`config.mk`:
```
export PLATFORM = sky130hd
export DESIGN_NAME = multicycle_ctrl
export DESIGN_NICKNAME = d
export VERILOG_FILES = /design/src/rtl/multicycle_ctrl.sv
export SDC_FILE = /design/constraint.sdc
export NUM_CORES = 1
export LEC_CHECK = 0
export BUFFER_PORTS_ARGS = -buffer_cell sky130_fd_sc_hd__buf_2
export CAP_MARGIN = 20
export CORE_MARGIN = 2
export CORE_UTILIZATION = 35
export CTS_CLUSTER_DIAMETER = 60
export DETAILED_ROUTE_END_ITERATION = 16
export GPL_ROUTABILITY_DRIVEN = 0
export SYNTH_ARGS = -nofsm -noshare
export SYNTH_HDL_FRONTEND = slang
export SYNTH_SLANG_ARGS = --single-unit
```
`constraint.sdc`:
```
create_clock -name clk -period 5.6 [get_ports clk]
set_clock_uncertainty 0.1 [all_clocks]
set_input_delay 1.12 -clock clk [delete_from_list [all_inputs] [get_ports clk]]
set_output_delay 1.12 -clock clk [all_outputs]
set_load 0.05 [all_outputs]
```
`src/rtl/multicycle_ctrl.sv`:
```
// multicycle_ctrl: control FSM for the multi-cycle MIPS-subset datapath.
// Sequences FETCH/DECODE/EXECUTE/MEM/WRITEBACK and stalls on mem_ready.
// Optional feature macro: MCCTRL_PERF_EN adds cycle_cnt/instr_cnt counters.
module multicycle_ctrl (
    input  logic        clk,
    input  logic        rst_n,
    input  logic [5:0]  opcode,
    input  logic [5:0]  funct,
    input  logic        zero,
    input  logic        mem_ready,
    output logic        pc_we,
    output logic        ir_we,
    output logic        mem_re,
    output logic        mem_we,
    output logic        reg_we,
    output logic        mem_addr_sel,
    output logic [1:0]  reg_dst,
    output logic [1:0]  wb_sel,
    output logic        alu_a_sel,
    output logic [1:0]  alu_b_sel,
    output logic        ext_zero,
    output logic [2:0]  alu_op,
    output logic [1:0]  pc_src,
    output logic [3:0]  state,
    output logic        trap
`ifdef MCCTRL_PERF_EN
    ,
    output logic [31:0] cycle_cnt,
    output logic [31:0] instr_cnt
`endif
);

    typedef enum logic [3:0] {
        S_FETCH     = 4'd0,
        S_DECODE    = 4'd1,
        S_MEM_ADDR  = 4'd2,
        S_MEM_READ  = 4'd3,
        S_MEM_WB    = 4'd4,
        S_MEM_WRITE = 4'd5,
        S_EXEC_R    = 4'd6,
        S_ALU_WB    = 4'd7,
        S_EXEC_I    = 4'd8,
        S_BRANCH    = 4'd9,
        S_JUMP      = 4'd10,
        S_TRAP      = 4'd11
    } state_e;

    localparam logic [5:0] OP_RTYPE = 6'h00;
    localparam logic [5:0] OP_J     = 6'h02;
    localparam logic [5:0] OP_JAL   = 6'h03;
    localparam logic [5:0] OP_BEQ   = 6'h04;
    localparam logic [5:0] OP_BNE   = 6'h05;
    localparam logic [5:0] OP_ADDI  = 6'h08;
    localparam logic [5:0] OP_XORI  = 6'h0E;
    localparam logic [5:0] OP_LW    = 6'h23;
    localparam logic [5:0] OP_SW    = 6'h2B;

    localparam logic [5:0] FN_JR    = 6'h08;
    localparam logic [5:0] FN_ADD   = 6'h20;
    localparam logic [5:0] FN_SUB   = 6'h22;
    localparam logic [5:0] FN_SLT   = 6'h2A;

    localparam logic [2:0] ALU_ADD  = 3'd0;
    localparam logic [2:0] ALU_SUB  = 3'd1;
    localparam logic [2:0] ALU_XOR  = 3'd2;
    localparam logic [2:0] ALU_SLT  = 3'd3;

    state_e     state_q, state_d;
    logic [5:0] irOp_q, irFunct_q;
    logic       trap_q;

    logic pcWeRaw, irWeRaw, memReRaw, memWeRaw, regWeRaw;

    // State register; reset returns to FETCH and abandons any instruction in flight
    always_ff @(posedge clk or negedge rst_n) begin
        if (!rst_n) begin
            state_q <= S_FETCH;
        end else begin
            state_q <= state_d;
        end
    end

    // Private copy of opcode/funct taken with the IR so later states ignore the live IR bus
    always_ff @(posedge clk or negedge rst_n) begin
        if (!rst_n) begin
            irOp_q    <= 6'd0;
            irFunct_q <= 6'd0;
        end else if (irWeRaw) begin
            irOp_q    <= opcode;
            irFunct_q <= funct;
        end
    end

    // Sticky illegal-instruction flag, cleared only by reset
    always_ff @(posedge clk or negedge rst_n) begin
        if (!rst_n) begin
            trap_q <= 1'b0;
        end else begin
            trap_q <= trap_q | (state_d == S_TRAP);
        end
    end

    // Next-state and Moore datapath controls, every output defaulted before the state case
    always_comb begin
        state_d      = state_q;
        pcWeRaw      = 1'b0;
        irWeRaw      = 1'b0;
        memReRaw     = 1'b0;
        memWeRaw     = 1'b0;
        regWeRaw     = 1'b0;
        mem_addr_sel = 1'b0;
        reg_dst      = 2'd0;
        wb_sel       = 2'd0;
        alu_a_sel    = 1'b0;
        alu_b_sel    = 2'd0;
        ext_zero     = 1'b0;
        alu_op       = ALU_ADD;
        pc_src       = 2'd0;
        case (state_q)
            S_FETCH: begin
                memReRaw  = 1'b1;
                alu_b_sel = 2'd1;
                irWeRaw   = mem_ready;
                pcWeRaw   = mem_ready;
                if (mem_ready) begin
                    state_d = S_DECODE;
                end
            end
            S_DECODE: begin
                alu_b_sel = 2'd3;
                case (irOp_q)
                    OP_LW, OP_SW:     state_d = S_MEM_ADDR;
                    OP_ADDI, OP_XORI: state_d = S_EXEC_I;
                    OP_BEQ, OP_BNE:   state_d = S_BRANCH;
                    OP_J, OP_JAL:     state_d = S_JUMP;
                    OP_RTYPE: begin
                        if (irFunct_q == FN_ADD || irFunct_q == FN_SUB || irFunct_q == FN_SLT) begin
                            state_d = S_EXEC_R;
                        end else if (irFunct_q == FN_JR) begin
                            state_d = S_JUMP;
                        end else begin
                            state_d = S_TRAP;
                        end
                    end
                    default:          state_d = S_TRAP;
                endcase
            end
            S_MEM_ADDR: begin
                alu_a_sel = 1'b1;
                alu_b_sel = 2'd2;
                state_d   = (irOp_q == OP_LW) ? S_MEM_READ : S_MEM_WRITE;
            end
            S_MEM_READ: begin
                memReRaw     = 1'b1;
                mem_addr_sel = 1'b1;
                if (mem_ready) begin
                    state_d = S_MEM_WB;
                end
            end
            S_MEM_WB: begin
                regWeRaw = 1'b1;
                wb_sel   = 2'd1;
                state_d  = S_FETCH;
            end
            S_MEM_WRITE: begin
                memWeRaw     = 1'b1;
                mem_addr_sel = 1'b1;
                if (mem_ready) begin
                    state_d = S_FETCH;
                end
            end
            S_EXEC_R: begin
                alu_a_sel = 1'b1;
                case (irFunct_q)
                    FN_SUB:  alu_op = ALU_SUB;
                    FN_SLT:  alu_op = ALU_SLT;
                    default: alu_op = ALU_ADD;
                endcase
                state_d = S_ALU_WB;
            end
            S_ALU_WB: begin
                regWeRaw = 1'b1;
                reg_dst  = (irOp_q == OP_RTYPE) ? 2'd1 : 2'd0;
                state_d  = S_FETCH;
            end
            S_EXEC_I: begin
                alu_a_sel = 1'b1;
                alu_b_sel = 2'd2;
                if (irOp_q == OP_XORI) begin
                    ext_zero = 1'b1;
                    alu_op   = ALU_XOR;
                end
                state_d = S_ALU_WB;
            end
            S_BRANCH: begin
                alu_a_sel = 1'b1;
                alu_op    = ALU_SUB;
                pc_src    = 2'd1;
                pcWeRaw   = (irOp_q == OP_BEQ) ? zero : ~zero;
                state_d   = S_FETCH;
            end
            S_JUMP: begin
                pcWeRaw = 1'b1;
                pc_src  = (irOp_q == OP_RTYPE) ? 2'd3 : 2'd2;
                if (irOp_q == OP_JAL) begin
                    regWeRaw = 1'b1;
                    reg_dst  = 2'd2;
                    wb_sel   = 2'd2;
                end
                state_d = S_FETCH;
            end
            S_TRAP: begin
                state_d = S_TRAP;
            end
            default: begin
                state_d = S_TRAP;
            end
        endcase
    end

    assign pc_we  = pcWeRaw  & rst_n;
    assign ir_we  = irWeRaw  & rst_n;
    assign mem_re = memReRaw & rst_n;
    assign mem_we = memWeRaw & rst_n;
    assign reg_we = regWeRaw & rst_n;
    assign state  = state_q;
    assign trap   = trap_q;

`ifdef MCCTRL_PERF_EN
    logic [31:0] cycleCnt_q, instrCnt_q;

    // Performance counters: live cycles outside TRAP, and completed instructions (returns to FETCH)
    always_ff @(posedge clk or negedge rst_n) begin
        if (!rst_n) begin
            cycleCnt_q <= 32'd0;
            instrCnt_q <= 32'd0;
        end else begin
            if (state_q != S_TRAP) begin
                cycleCnt_q <= cycleCnt_q + 32'd1;
            end
            if (state_q != S_FETCH && state_d == S_FETCH) begin
                instrCnt_q <= instrCnt_q + 32'd1;
            end
        end
    end

    assign cycle_cnt = cycleCnt_q;
    assign instr_cnt = instrCnt_q;
`endif

endmodule

```
Word-level counts from Yosys, hierarchy flattened --
Index checks and enable logic that the tools add are counted.
Operators by class: reduce and logical (&&, ||, !) cells 15, bitwise logic cells 7, eq/ne operators 23, muxes and demuxes 29
Operator list (count):
- equality test 6 bit (second input constant) | 5
- case mux 4 bit (7 select lines) | 1
- case mux 4 bit (5 select lines) | 1
- equality test 6 x 4 -> 1 bit (second input constant) | 3
- OR reduction 2 bit | 9
- equality test 4 x 3 -> 1 bit (second input constant) | 4
- equality test 4 bit (second input constant) | 4
- two-way mux 4 bit | 4
- case mux 2 bit (2 select lines) | 4
- equality test 6 x 2 -> 1 bit (second input constant) | 2
- equality test 6 x 3 -> 1 bit (second input constant) | 2
- two-way mux 1 bit | 12
- case mux 2 bit (3 select lines) | 2
- equality test 4 x 2 -> 1 bit (second input constant) | 2
- OR reduction 4 bit | 2
- zero test 6 bit | 1
- AND 1 bit | 5
- equality test 4 x 1 -> 1 bit (second input constant) | 1
- zero test 4 bit | 1
- two-way mux 2 bit | 2
- two-way mux 3 bit | 1
- case mux 1 bit (3 select lines) | 1
- logical OR 1 bit | 2
- case mux 1 bit (2 select lines) | 1
- other kinds (2) | 2
Storage, ports and cells: flip-flop bits (word level) 17, input bits 16, logic and storage cells 78

Depth between registers and ports, before layout --
depth after elaboration 8, gate-level depth with buffers 7, depth with buffers taken out 5

Worst setup path before layout --
Ideal clock, no wire load.
path kind in2out, start input port mem_ready, end output port ir_we, path slack 1.713 ns, required time 4.380 ns, buffers on the path 0, stages on the path 2, data arrival time 2.667 ns, path through inv_1 > nor4_1
Between the ends: word-level cells in the longest chain between the ends 2
RTL lines:
- start, declared | line 10 | input logic mem_ready,
- two-way mux 1 bit | line 119 | case (state_q)
- AND 1 bit | line 222 | assign ir_we = irWeRaw & rst_n;
- end, declared | line 12 | output logic ir_we,
Every way passes these cells.

Worst setup path in the final report --
start input port mem_ready, end output port pc_we
Between the ends: word-level cells in the longest chain between the ends 2
RTL lines:
- case mux 1 bit (3 select lines) | line 119
- AND 1 bit | line 221 | assign pc_we = pcWeRaw & rst_n;
- end, declared | line 11 | output logic pc_we,
Every way passes these cells.

==> load_flow_metrics.sql <==
INSERT INTO impl_metrics (metric_group, metric, value, unit) VALUES
('run_status', 'status', 'finished, final reports clean', ''),
('cells_and_area', 'synthToLayoutAreaGrowth', '15.29', '%'),
('sta', 'worst_slew_pin_slew', '0.5910', 'ns'),
('die', 'io-pin-count', '40', ''),
('sta', 'maxSlewViolCount', '0', ''),
('logic_synthesis', 'synth_flop_cell', 'sky130_fd_sc_hd__dfrtp_1', ''),
('worst_setup_path', 'criticalPathCategory', 'input port to output port', ''),
('worst_setup_path', 'critPathLaunchType', 'input port', ''),
('power', 'power-per-cell-area', '646.4', 'mW/mm²'),
('detailed_routing', 'drtIter0Drc', '87', ''),
('cells_and_area', 'final_core_util', '0.4108', ''),
('logic_synthesis', 'fraction_of_synthesis_flops_using_an_asynchronous_set_or_reset_pin', '1.000', ''),
('worst_setup_path', 'reg2reg_setup_slack', '3.45', 'ns'),
('logic_synthesis', 'synth_top_area_cell', 'sky130_fd_sc_hd__dfrtp_1', ''),
('clock_network', 'clock-sinks', '17', ''),
('grt', 'grt.total_usage', '0.1491', ''),
('detailed_routing', 'mean_routed_wirelength_per_cell', '12.89', 'µm'),
('clock_network', 'cts_max_level', '1', ''),
('worst_setup_path', 'worstPathMaxFanout', '14', ''),
('sta', 'layout_worst_path_cycle_share', '0.6478', ''),
('grt', 'initial_antenna_violation_count', '0', ''),
('cells_and_area', 'drive_above_1_share', '0.2888', ''),
('cells_and_area', 'layoutNonFillerInstCount', '235', ''),
('clock_network', 'ctsHoldBuffers', '0', ''),
('logic_synthesis', 'synth_cell_type_count', '50', ''),
('hold_path', 'worst_hold_path_type', 'register to register', ''),
('place', 'half_perimeter_wire_length_of_the_detailed_placement_result', '2.274', 'mm'),
('logic_synthesis', 'synth-edff-count', '0', ''),
('power', 'worst_ir_drop_vdd', '0.1858', 'mV'),
('die', 'die_h', '64.59', 'µm'),
('logic_synthesis', 'post_synth.cell_area_avg', '8.133', 'µm²'),
('clock_network', 'cts_repair_resize_count', '0', ''),
('sta', 'clock.fmax', '0.2757', 'GHz'),
('power', 'static-leakage-power', '0.7246', 'nW'),
('logic_synthesis', 'netlist.area_leader.share', '0.3311', ''),
('die', 'core', '0.003606', 'mm²'),
('detailed_routing', 'vias', '1172', ''),
('die', 'placement_rows', '22', ''),
('sta', 'timing_hold_violations_final', '0', ''),
('flow_run', 'cap_viol_max_count', '0', ''),
('detailed_routing', 'drc', '0', ''),
('cells_and_area', 'finish.net_count', '204', ''),
('logic_synthesis', 'postSynthCellCount', '158', ''),
('sta', 'finalSetupTns', '0', 'ns'),
('die', 'die_outline_width', '64.59', 'µm'),
('sta', 'rsz_0062_raised_after_global_routing', 'false', ''),
('logic_synthesis', 'post_synth_main_area_contributors', 'sky130_fd_sc_hd__dfrtp_1 (33%), sky130_fd_sc_hd__nand2_1 (11%), sky130_fd_sc_hd__buf_6 (4.4%), sky130_fd_sc_hd__nand2b_1 (4.4%), sky130_fd_sc_hd__a21oi_1 (2.7%)', ''),
('cells_and_area', 'seq_area', '425.4', 'µm²'),
('cells_and_area', 'antenna_cells_inserted', '0', ''),
('logic_synthesis', 'net_count_synth', '174', ''),
('place', 'place_inst', '231', ''),
('detailed_routing', 'drt_pre_antenna_iters', '4', ''),
('grt', 'pin_count_of_the_biggest_net_entering_global_routing', '22', ''),
('worst_setup_path', 'setup.worst_path.end_class', 'output port', ''),
('power', 'power.total', '0.0009576', 'W'),
('logic_synthesis', 'synthesis.area', '0.001285', 'mm²'),
('clock_network', 'cts-root-buf', 'sky130_fd_sc_hd__clkbuf_8', ''),
('clock_network', 'tritoncts.num_buffers', '3', ''),
('logic_synthesis', 'number_of_warning_messages_in_the_yosys_log', '0', ''),
('grt', 'grt_first_pass_wirelength', '4.919', 'mm'),
('grt', 'grt_total_ovfl', '0', ''),
('worst_setup_path', 'worst-endpoint-required', '4.38', 'ns'),
('grt', 'first_global_vias', '1031', ''),
('logic_synthesis', 'ys_seq_elements', '17', ''),
('die', 'start_util', '0.3563', ''),
('sta', 'setup-violations-final', '0', ''),
('clock_network', 'worst_setup_hold_path_clk_slew', '0.06', 'ns'),
('die', 'die-area', '0.004172', 'mm²'),
('sta', 'finalCriticalPeriod', '3.628', 'ns'),
('detailed_routing', 'drt.antenna.violating_nets', '0', ''),
('cells_and_area', 'multi_input_comb_area', '742.0', 'µm²');
cell usage after synthesis, drive strengths merged (4+ instances only):
master	count
buf	9
nand3	4
and3	4
a21oi	7
nand2b	10
o21ai	6
dfrtp	17
clkbuf	4
nor2	9
nor3	7
nand2	37
inv	5
per-stage QoR:
step	worst slack (ns)	instance area [µm²]
4_1_cts	1.930	1481
5_1_grt	1.793	1481
3_3_place_gp	1.964	1436
2_1_floorplan	1.713	1285
3_5_place_dp	1.940	1436
6_report	1.972	1481
area by class of cell:
| class | count | share of cell area |
|---|---|---|
| clock buffers | 4 | 0.03041 |
| inverters | 5 | 0.01267 |
| multi-input cells | 123 | 0.5008 |
| flip-flops and latches | 17 | 0.2872 |
| well taps | 48 | 0.04054 |
| repair buffers | 38 | 0.1284 |
path summary, 6_finish.rpt:
kind | startpoint | end | cells past startpoint
setup / recovery | mem_ready | pc_we | 5
min in group asynchronous | rst_n | irFunct_q[0]$_DFFE_PN0P_ | 1
max in group asynchronous | rst_n | state[0]$_DFF_PN0_ | 1
hold reg to reg | trap$_DFF_PN0_ | trap$_DFF_PN0_ | 1
hold / removal | trap$_DFF_PN0_ | trap$_DFF_PN0_ | 1
setup reg to reg | state[2]$_DFF_PN0_ | trap$_DFF_PN0_ | 5
layer usage:
layer | wire (µm) | share of wire | up-vias | track usage
li1 | - | - | 610 | -
met1 | 1463 | 0.48 | 528 | 0.2110
met2 | 1419 | 0.47 | 32 | 0.2370
met3 | 132 | 0.044 | 2 | 0.02257
met4 | 14 | 0.0046 | 0 | 0.03989
met5 | 0 | 0 | - | 0
cells by family after synthesis:
| kind of cell | share of synthesized area |
|---|---|
| flops | 0.3311 |
| other cells | 0.002918 |
| xor+xnor | 0.01363 |
| buf+inv | 0.09152 |
| simple gates | 0.3846 |
| compound gates | 0.1763 |
layout by cell type (no fill, tap or decap), types with 2 or more instances in the layout:
cell type / netlist / final
sky130_fd_sc_hd__dfrtp_1: 17 / 17
sky130_fd_sc_hd__xnor2_1: 2 / 2
sky130_fd_sc_hd__nor3_1: 6 / 6
sky130_fd_sc_hd__o22ai_1: 3 / 3
sky130_fd_sc_hd__nand2b_1: 9 / 9
sky130_fd_sc_hd__nand2_1: 37 / 37
sky130_fd_sc_hd__nor2_1: 8 / 8
sky130_fd_sc_hd__nor4_1: 2 / 2
sky130_fd_sc_hd__clkbuf_8: 0 / 3
sky130_fd_sc_hd__and3_1: 4 / 4
sky130_fd_sc_hd__a21oi_1: 7 / 7
sky130_fd_sc_hd__buf_2: 1 / 38
sky130_fd_sc_hd__nor2b_1: 3 / 3
sky130_fd_sc_hd__nand3_1: 4 / 4
sky130_fd_sc_hd__o31a_1: 2 / 2
sky130_fd_sc_hd__inv_1: 5 / 5
sky130_fd_sc_hd__o21ai_0: 5 / 5
registers in the layout (all words and copies together), names as in the netlist:
signal / cells
state: 4
irOp_q: 6
irFunct_q: 6
trap: 1
worst max-delay path, stage by stage:
cell and delay [ns]:
sky130_fd_sc_hd__buf_2 0.11, sky130_fd_sc_hd__nand3_1 0.30, sky130_fd_sc_hd__inv_1 0.45, sky130_fd_sc_hd__o31a_1 0.17, sky130_fd_sc_hd__buf_2 0.25
power by group:
group / switching, W / internal [W]
logic: 0.000373 / 0.000191
clock network: 0.0000392 / 0.0000504
registers: 0.000125 / 0.000179
total: 0.000537 / 0.000421
(Power assumes the default switching activity.)
